===== src/rtl/engine_reg_access_bridge.sv =====
// ---------------------------------------------------------------------------
// engine_reg_access_bridge
//
// Upstream request/response bridge for the engine controlling-register block.
// Requests arrive on a valid/ready channel and are queued in a small FIFO.
// Each queued request is replayed as a single-cycle address/strobe on the
// register bus. One response per request is returned in request order on a
// valid/ready response channel.
//
// Handshakes: a transfer happens on a rising clock edge where both valid and
// ready are high. A producer holds valid and its payload stable until that
// edge. rsp_valid/rsp_* stay stable from assertion until the rsp handshake.
//
// Optional feature macro: ENGINE_REG_BRIDGE_ADDR_CHECK_EN
//   defined   : only VALID_ADDR_0 / VALID_ADDR_1 are strobed; other addresses
//               run through ACCESS with no strobe and answer rsp_error=1.
//   undefined : every address is strobed and rsp_error stays 0.
//
// Ports
//   clock, reset            clock; asynchronous active-low reset
//   req_valid/req_ready     request handshake (req_ready = FIFO not full)
//   req_write/addr/wdata    request payload (1 = write)
//   address, write_enable,
//   write_data, read_enable registered register-bus outputs
//   read_data               combinational read data from the register block
//   rsp_valid/rsp_ready     response handshake
//   rsp_write/rdata/error   response payload
//   pending                 FIFO occupancy
//   dbg_state               current FSM state (debug observation)
// ---------------------------------------------------------------------------
module engine_reg_access_bridge #(
  parameter int ADDR_WIDTH  = 33,
  parameter int WDATA_WIDTH = 33,
  parameter int RDATA_WIDTH = 21,
  parameter int REQ_DEPTH   = 4
`ifdef ENGINE_REG_BRIDGE_ADDR_CHECK_EN
  ,
  parameter logic [ADDR_WIDTH-1:0] VALID_ADDR_0 = 'hAA,
  parameter logic [ADDR_WIDTH-1:0] VALID_ADDR_1 = 'h55
`endif
) (
  input  logic                           clock,
  input  logic                           reset,
  input  logic                           req_valid,
  output logic                           req_ready,
  input  logic                           req_write,
  input  logic [ADDR_WIDTH-1:0]          req_addr,
  input  logic [WDATA_WIDTH-1:0]         req_wdata,
  output logic [ADDR_WIDTH-1:0]          address,
  output logic                           write_enable,
  output logic [WDATA_WIDTH-1:0]         write_data,
  output logic                           read_enable,
  input  logic [RDATA_WIDTH-1:0]         read_data,
  output logic                           rsp_valid,
  input  logic                           rsp_ready,
  output logic                           rsp_write,
  output logic [RDATA_WIDTH-1:0]         rsp_rdata,
  output logic                           rsp_error,
  output logic [$clog2(REQ_DEPTH):0]     pending,
  output logic [1:0]                     dbg_state
);

  localparam int PTR_W   = $clog2(REQ_DEPTH);
  localparam int CNT_W   = PTR_W + 1;
  localparam int ENTRY_W = 1 + ADDR_WIDTH + WDATA_WIDTH;

  typedef enum logic [1:0] {
    ST_IDLE   = 2'd0,
    ST_ACCESS = 2'd1,
    ST_RESP   = 2'd2
  } state_e;

  // FIFO storage and pointers
  logic [ENTRY_W-1:0]     mem_q [REQ_DEPTH];
  logic [ENTRY_W-1:0]     mem_d [REQ_DEPTH];
  logic [PTR_W-1:0]       wr_ptr_q, wr_ptr_d;
  logic [PTR_W-1:0]       rd_ptr_q, rd_ptr_d;
  logic [CNT_W-1:0]       count_q, count_d;

  // FSM and bus/response registers
  state_e                 state_q, state_d;
  logic [ADDR_WIDTH-1:0]  address_q, address_d;
  logic [WDATA_WIDTH-1:0] write_data_q, write_data_d;
  logic                   write_enable_q, write_enable_d;
  logic                   read_enable_q, read_enable_d;
  logic                   cur_write_q, cur_write_d;
  logic                   cur_err_q, cur_err_d;
  logic                   rsp_valid_q, rsp_valid_d;
  logic                   rsp_write_q, rsp_write_d;
  logic [RDATA_WIDTH-1:0] rsp_rdata_q, rsp_rdata_d;
  logic                   rsp_error_q, rsp_error_d;

  logic                   full, empty, push, pop;
  logic                   head_write;
  logic [ADDR_WIDTH-1:0]  head_addr;
  logic [WDATA_WIDTH-1:0] head_wdata;
  logic                   addr_ok;

  assign full  = (count_q == CNT_W'(REQ_DEPTH));
  assign empty = (count_q == '0);
  // Gated by the raw reset so req_ready is low for the whole reset window.
  assign req_ready = reset & ~full;
  assign push      = req_valid & req_ready;
  assign {head_write, head_addr, head_wdata} = mem_q[rd_ptr_q];

`ifdef ENGINE_REG_BRIDGE_ADDR_CHECK_EN
  assign addr_ok = (head_addr == VALID_ADDR_0) || (head_addr == VALID_ADDR_1);
`else
  assign addr_ok = 1'b1;
`endif

  // FIFO next-state; depth is a power of two so pointers wrap naturally.
  always_comb begin
    mem_d    = mem_q;
    wr_ptr_d = wr_ptr_q;
    rd_ptr_d = rd_ptr_q;
    count_d  = count_q;
    if (push) begin
      mem_d[wr_ptr_q] = {req_write, req_addr, req_wdata};
      wr_ptr_d        = wr_ptr_q + PTR_W'(1);
    end
    if (pop) begin
      rd_ptr_d = rd_ptr_q + PTR_W'(1);
    end
    case ({push, pop})
      2'b10:   count_d = count_q + CNT_W'(1);
      2'b01:   count_d = count_q - CNT_W'(1);
      default: count_d = count_q;
    endcase
  end

  // FSM next-state and outputs. Strobes default low so each lasts one cycle;
  // address/write_data hold their last value between accesses.
  always_comb begin
    state_d        = state_q;
    pop            = 1'b0;
    address_d      = address_q;
    write_data_d   = write_data_q;
    write_enable_d = 1'b0;
    read_enable_d  = 1'b0;
    cur_write_d    = cur_write_q;
    cur_err_d      = cur_err_q;
    rsp_valid_d    = rsp_valid_q;
    rsp_write_d    = rsp_write_q;
    rsp_rdata_d    = rsp_rdata_q;
    rsp_error_d    = rsp_error_q;
    case (state_q)
      ST_IDLE: begin
        if (!empty) begin
          pop            = 1'b1;
          address_d      = head_addr;
          write_data_d   = head_wdata;
          cur_write_d    = head_write;
          cur_err_d      = ~addr_ok;
          // An undecoded address still spends its ACCESS cycle, unstrobed.
          write_enable_d = head_write & addr_ok;
          read_enable_d  = ~head_write & addr_ok;
          state_d        = ST_ACCESS;
        end
      end
      ST_ACCESS: begin
        rsp_valid_d = 1'b1;
        rsp_write_d = cur_write_q;
        rsp_rdata_d = read_enable_q ? read_data : '0;
        // Constant 0 when the address check is compiled out.
        rsp_error_d = cur_err_q;
        state_d     = ST_RESP;
      end
      ST_RESP: begin
        if (rsp_ready) begin
          rsp_valid_d = 1'b0;
          state_d     = ST_IDLE;
        end
      end
      default: state_d = ST_IDLE;
    endcase
  end

  always_ff @(posedge clock or negedge reset) begin
    if (!reset) begin
      for (int i = 0; i < REQ_DEPTH; i++) mem_q[i] <= '0;
      wr_ptr_q       <= '0;
      rd_ptr_q       <= '0;
      count_q        <= '0;
      state_q        <= ST_IDLE;
      address_q      <= '0;
      write_data_q   <= '0;
      write_enable_q <= 1'b0;
      read_enable_q  <= 1'b0;
      cur_write_q    <= 1'b0;
      cur_err_q      <= 1'b0;
      rsp_valid_q    <= 1'b0;
      rsp_write_q    <= 1'b0;
      rsp_rdata_q    <= '0;
      rsp_error_q    <= 1'b0;
    end else begin
      mem_q          <= mem_d;
      wr_ptr_q       <= wr_ptr_d;
      rd_ptr_q       <= rd_ptr_d;
      count_q        <= count_d;
      state_q        <= state_d;
      address_q      <= address_d;
      write_data_q   <= write_data_d;
      write_enable_q <= write_enable_d;
      read_enable_q  <= read_enable_d;
      cur_write_q    <= cur_write_d;
      cur_err_q      <= cur_err_d;
      rsp_valid_q    <= rsp_valid_d;
      rsp_write_q    <= rsp_write_d;
      rsp_rdata_q    <= rsp_rdata_d;
      rsp_error_q    <= rsp_error_d;
    end
  end

  assign address      = address_q;
  assign write_data   = write_data_q;
  assign write_enable = write_enable_q;
  assign read_enable  = read_enable_q;
  assign rsp_valid    = rsp_valid_q;
  assign rsp_write    = rsp_write_q;
  assign rsp_rdata    = rsp_rdata_q;
  assign rsp_error    = rsp_error_q;
  assign pending      = count_q;
  assign dbg_state    = state_q;

endmodule


===== config.mk =====
export PLATFORM = sky130hd
export DESIGN_NAME = engine_reg_access_bridge
export DESIGN_NICKNAME = d
export VERILOG_FILES = /design/src/rtl/engine_reg_access_bridge.sv
export SDC_FILE = /design/constraint.sdc
export NUM_CORES = 1
export LEC_CHECK = 0
export ABC_AREA = 1
export BUFFER_PORTS_ARGS = -buffer_cell sky130_fd_sc_hd__buf_4
export CORE_ASPECT_RATIO = 0.5
export CORE_UTILIZATION = 35
export CTS_BUF_LIST = sky130_fd_sc_hd__clkbuf_8
export DETAILED_ROUTE_END_ITERATION = 7
export GPL_ROUTABILITY_DRIVEN = 0
export PLACE_DENSITY = 0.5
export SYNTH_ARGS = -nofsm -noshare
export SYNTH_HDL_FRONTEND = slang
export SYNTH_SLANG_ARGS = --single-unit

===== constraint.sdc =====
create_clock -name clock -period 2.4 [get_ports clock]
set_input_delay 0.24 -clock clock [delete_from_list [all_inputs] [get_ports clock]]
set_output_delay 0.24 -clock clock [all_outputs]
set_load 0.02 [all_outputs]

==> impl_metrics.csv <==
group,metric,value,unit
run_status,status,"finished clean",
grt,grt_pass1_wl,85920,um
power,vdd_drop_max,0.001039,V
placed_design,hpwl,26950,um
clock_tree,htree_levels,2,
clock_tree,cts_setup_buffers,0,
power,p_total,27.99,mW
layout,n_fill_cell,4770,
clock_tree,cts_buffer_depth,3,
timing,slew_violations,0,
layout,syn2layout_area_growth,23.10,%
timing,tns,0,ns
critical_path,worstPathRequired,2.16,ns
placed_design,pre_cts_slack,0.3510,ns
layout,final_area,20760,sq um
logic_synthesis,ys_seq_elements,369,
power,p_per_area,1349,nW/um^2
logic_synthesis,yosys.area.top_type,"dfrtp_1",
clock_tree,insertion_delay,0.62,ns
timing,fmax,449.5,MHz
layout,layout_common_cells,"991 x nand2_1, 367 x dfrtp_1, 272 x nand4_1",
grt,grt-ovfl-total,0,
placed_design,port_buffers,188,
floorplan,die_area,49110,sq um
placed_design,post_dp_cell_area,18740,sq um
logic_synthesis,syn_area,16860,sq um
critical_path,crit_end,"req_ready",
critical_path,reg2reg_from,"pending[0]$_DFFE_PN0P_",
detailed_routing,viasPerCell,5.205,
grt,track_usage,22.01,%
logic_synthesis,synth_cell_types,23,
detailed_routing,route.detailed.drc,0,
run,drv_cap,0,
logic_synthesis,yosys_warnings,0,
detailed_routing,vias,15349,
timing,grt_setup_unrepaired,"no",
critical_path,endpoint_kind,"output pin",
critical_path,worstPathArrival,1.98,ns
floorplan,io_pins,190,
clock_tree,cts_sinks,369,
timing,min_period,2.225,ns
timing,hold_violations,0,
critical_path,cp_max_fo,89,
logic_synthesis,yosysSeqAreaShare,54.76,%
critical_path,r2r_slack,0.30,ns
critical_path,worstRegToRegCells,6,
critical_path,timing.rr.end,"mem_q[120]$_DFFE_PN0P_",
placed_design,dp_cells,2756,
logic_synthesis,yosys-top-cells-area,"dfrtp_1 55%, nand2_1 22%, nand4_1 10%, nand3_1 6.6%, buf_2 1.9%",
clock_tree,cts_tree,"built",
clock_tree,cts_root_buf,"clkbuf_8",
logic_synthesis,yosysTopAreaCellShare,54.76,%
detailed_routing,postRouteAntennaNets,0,
power,leakagePower,10.74,nW
logic_synthesis,syn_nets,2177,
logic_synthesis,syn_avg_cell_area,8.110,sq um
floorplan,die_y,157.2,um
detailed_routing,post_drt_wl_per_cell,18.43,um
grt,first_global_vias,14745,
layout,final_net_count,2367,
critical_path,worstSetupPathType,"reg -> out",
critical_path,startpoint_type,"register",
timing,tightest_slew,1.071,ns
critical_path,startpoint,"pending[0]$_DFFE_PN0P_",
floorplan,core,47160,sq um
clock_tree,clk_pin_slew_worst_paths,0.06,ns
detailed_routing,firstDrtPassIters,5,
timing,setup_violations,0,
detailed_routing,wirelength,54340,um
floorplan,rows,56,
detailed_routing,drtIter0Drc,1399,
layout,layout_commonest_cell,"nand2_1",
hold_path,holdCritPathClass,"in -> async",
clock_tree,cts-buffers-inserted,58,
grt,grt_max_degree,171,
floorplan,start_util,35.76,%
layout,layoutNonFillerInstCount,2949,
timing,relSlewSlack,28.62,%
timing,skew,0.01728,ns
grt,antenna_found_initial,1,
logic_synthesis,synthCells,2079,
timing,final.setup.worst_slack,0.1754,ns
layout,drive_gt1_share,13.46,%
floorplan,die_w,312.4,um
timing,post-route-period-util,92.69,%
==> Yosys cell counts, drive strengths merged <==
master	instances
a21oi	5
buf	105
clkbuf	80
clkinv	1
conb	1
dfrtp	369
fa	1
ha	5
inv	10
mux2	1
nand2	991
nand3	224
nand4	272
nor2	5
o21ai	6
xnor2	1
xor2	2
==> through the flow <==
| step | utilization, % | hold WS (ns) |
|---|---|---|
| 2_1_floorplan | - | -0.05559 |
| 3_3_place_gp | 39.74 | 0.3496 |
| 3_5_place_dp | 39.74 | 0.3471 |
| 4_1_cts | 44.01 | 0.3330 |
| 5_1_grt | 44.02 | 0.3796 |
| 6_report | 44.02 | 0.3743 |
==> power breakdown <==
group	leakage, nW	internal (mW)	switching (mW)	total [mW]
Sequential	4.66	9.02	1.52	10.5
Clock	0.667	2.67	2.58	5.25
Combinational	5.41	4.10	8.11	12.2
==> critical path: stages (launching register included) <==
cell and delay [ns]:
dfrtp_1 0.44, nor2_2 0.12, a21oi_4 0.17, buf_12 0.36
buf_4 0.22
==> routing by layer <==
layer,vias to the layer above,part of all wire (%),track usage (%),routed length [um]
met1,7538,48,32.86,26000
met3,65,5.7,3.320,3084
met5,-,0,0,0
met4,0,1.3,4.248,713
li1,7299,-,-,-
met2,447,45,33.78,24540
==> kinds of logic after synthesis <==
group | share of synthesized area [%]
buffers and inverters | 5.224
AO/OA/AOI/OAI | 0.3487
AND/OR/NAND/NOR | 38.93
other | 0.02224
XOR/XNOR | 0.1559
flip-flops | 54.76
adder cells (fa/ha/maj) | 0.4898
multiplexers | 0.06678
==> registers in the layout, indices dropped and copies added (netlist names) <==
| signal | flops |
|---|---|
| pending | 3 |
| wr_ptr_q | 2 |
| dbg_state | 2 |
| address | 33 |
| read_enable | 1 |
| rsp_valid | 1 |
| rd_ptr_q | 2 |
| rsp_write | 1 |
| write_data | 33 |
| rsp_rdata | 21 |
| write_enable | 1 |
| cur_write_q | 1 |
| mem_q | 268 |
==> worst min path at each step <==
stage	startpoint	to	slack, ns	depth (start not counted)
6_report	reset	wr_ptr_q[1]$_DFFE_PN0P_	0.37	3
3_3_place_gp	reset	wr_ptr_q[1]$_DFFE_PN0P_	0.35	2
4_1_cts	read_data[11]	rsp_rdata[11]$_DFFE_PN0P_	0.33	4
5_1_grt	reset	wr_ptr_q[1]$_DFFE_PN0P_	0.38	3
3_5_place_dp	reset	wr_ptr_q[1]$_DFFE_PN0P_	0.35	2
2_1_floorplan	reset	address[0]$_DFFE_PN0P_	-0.06	0
==> cell type report <==
type	count	area [sq um]	share of cell area (%)
Tap cell	638	798.3	3.846
Clock inverter	29	112.6	0.5425
Antenna cell	1	2.502	0.01206
Inverter	11	43.79	0.2110
Multi-Input combinational cell	1514	6775	32.64
Sequential cell	369	9239	44.51
Timing Repair Buffer	315	2794	13.46
Clock buffer	72	991.0	4.774
==> timing repair <==
action	in CTS	in global routing
endpoints found under the hold margin	318	0
hold buffers	91	0
endpoints found under the setup margin	0	0
gates resized for setup	0	0
(Power assumes the default switching activity.)
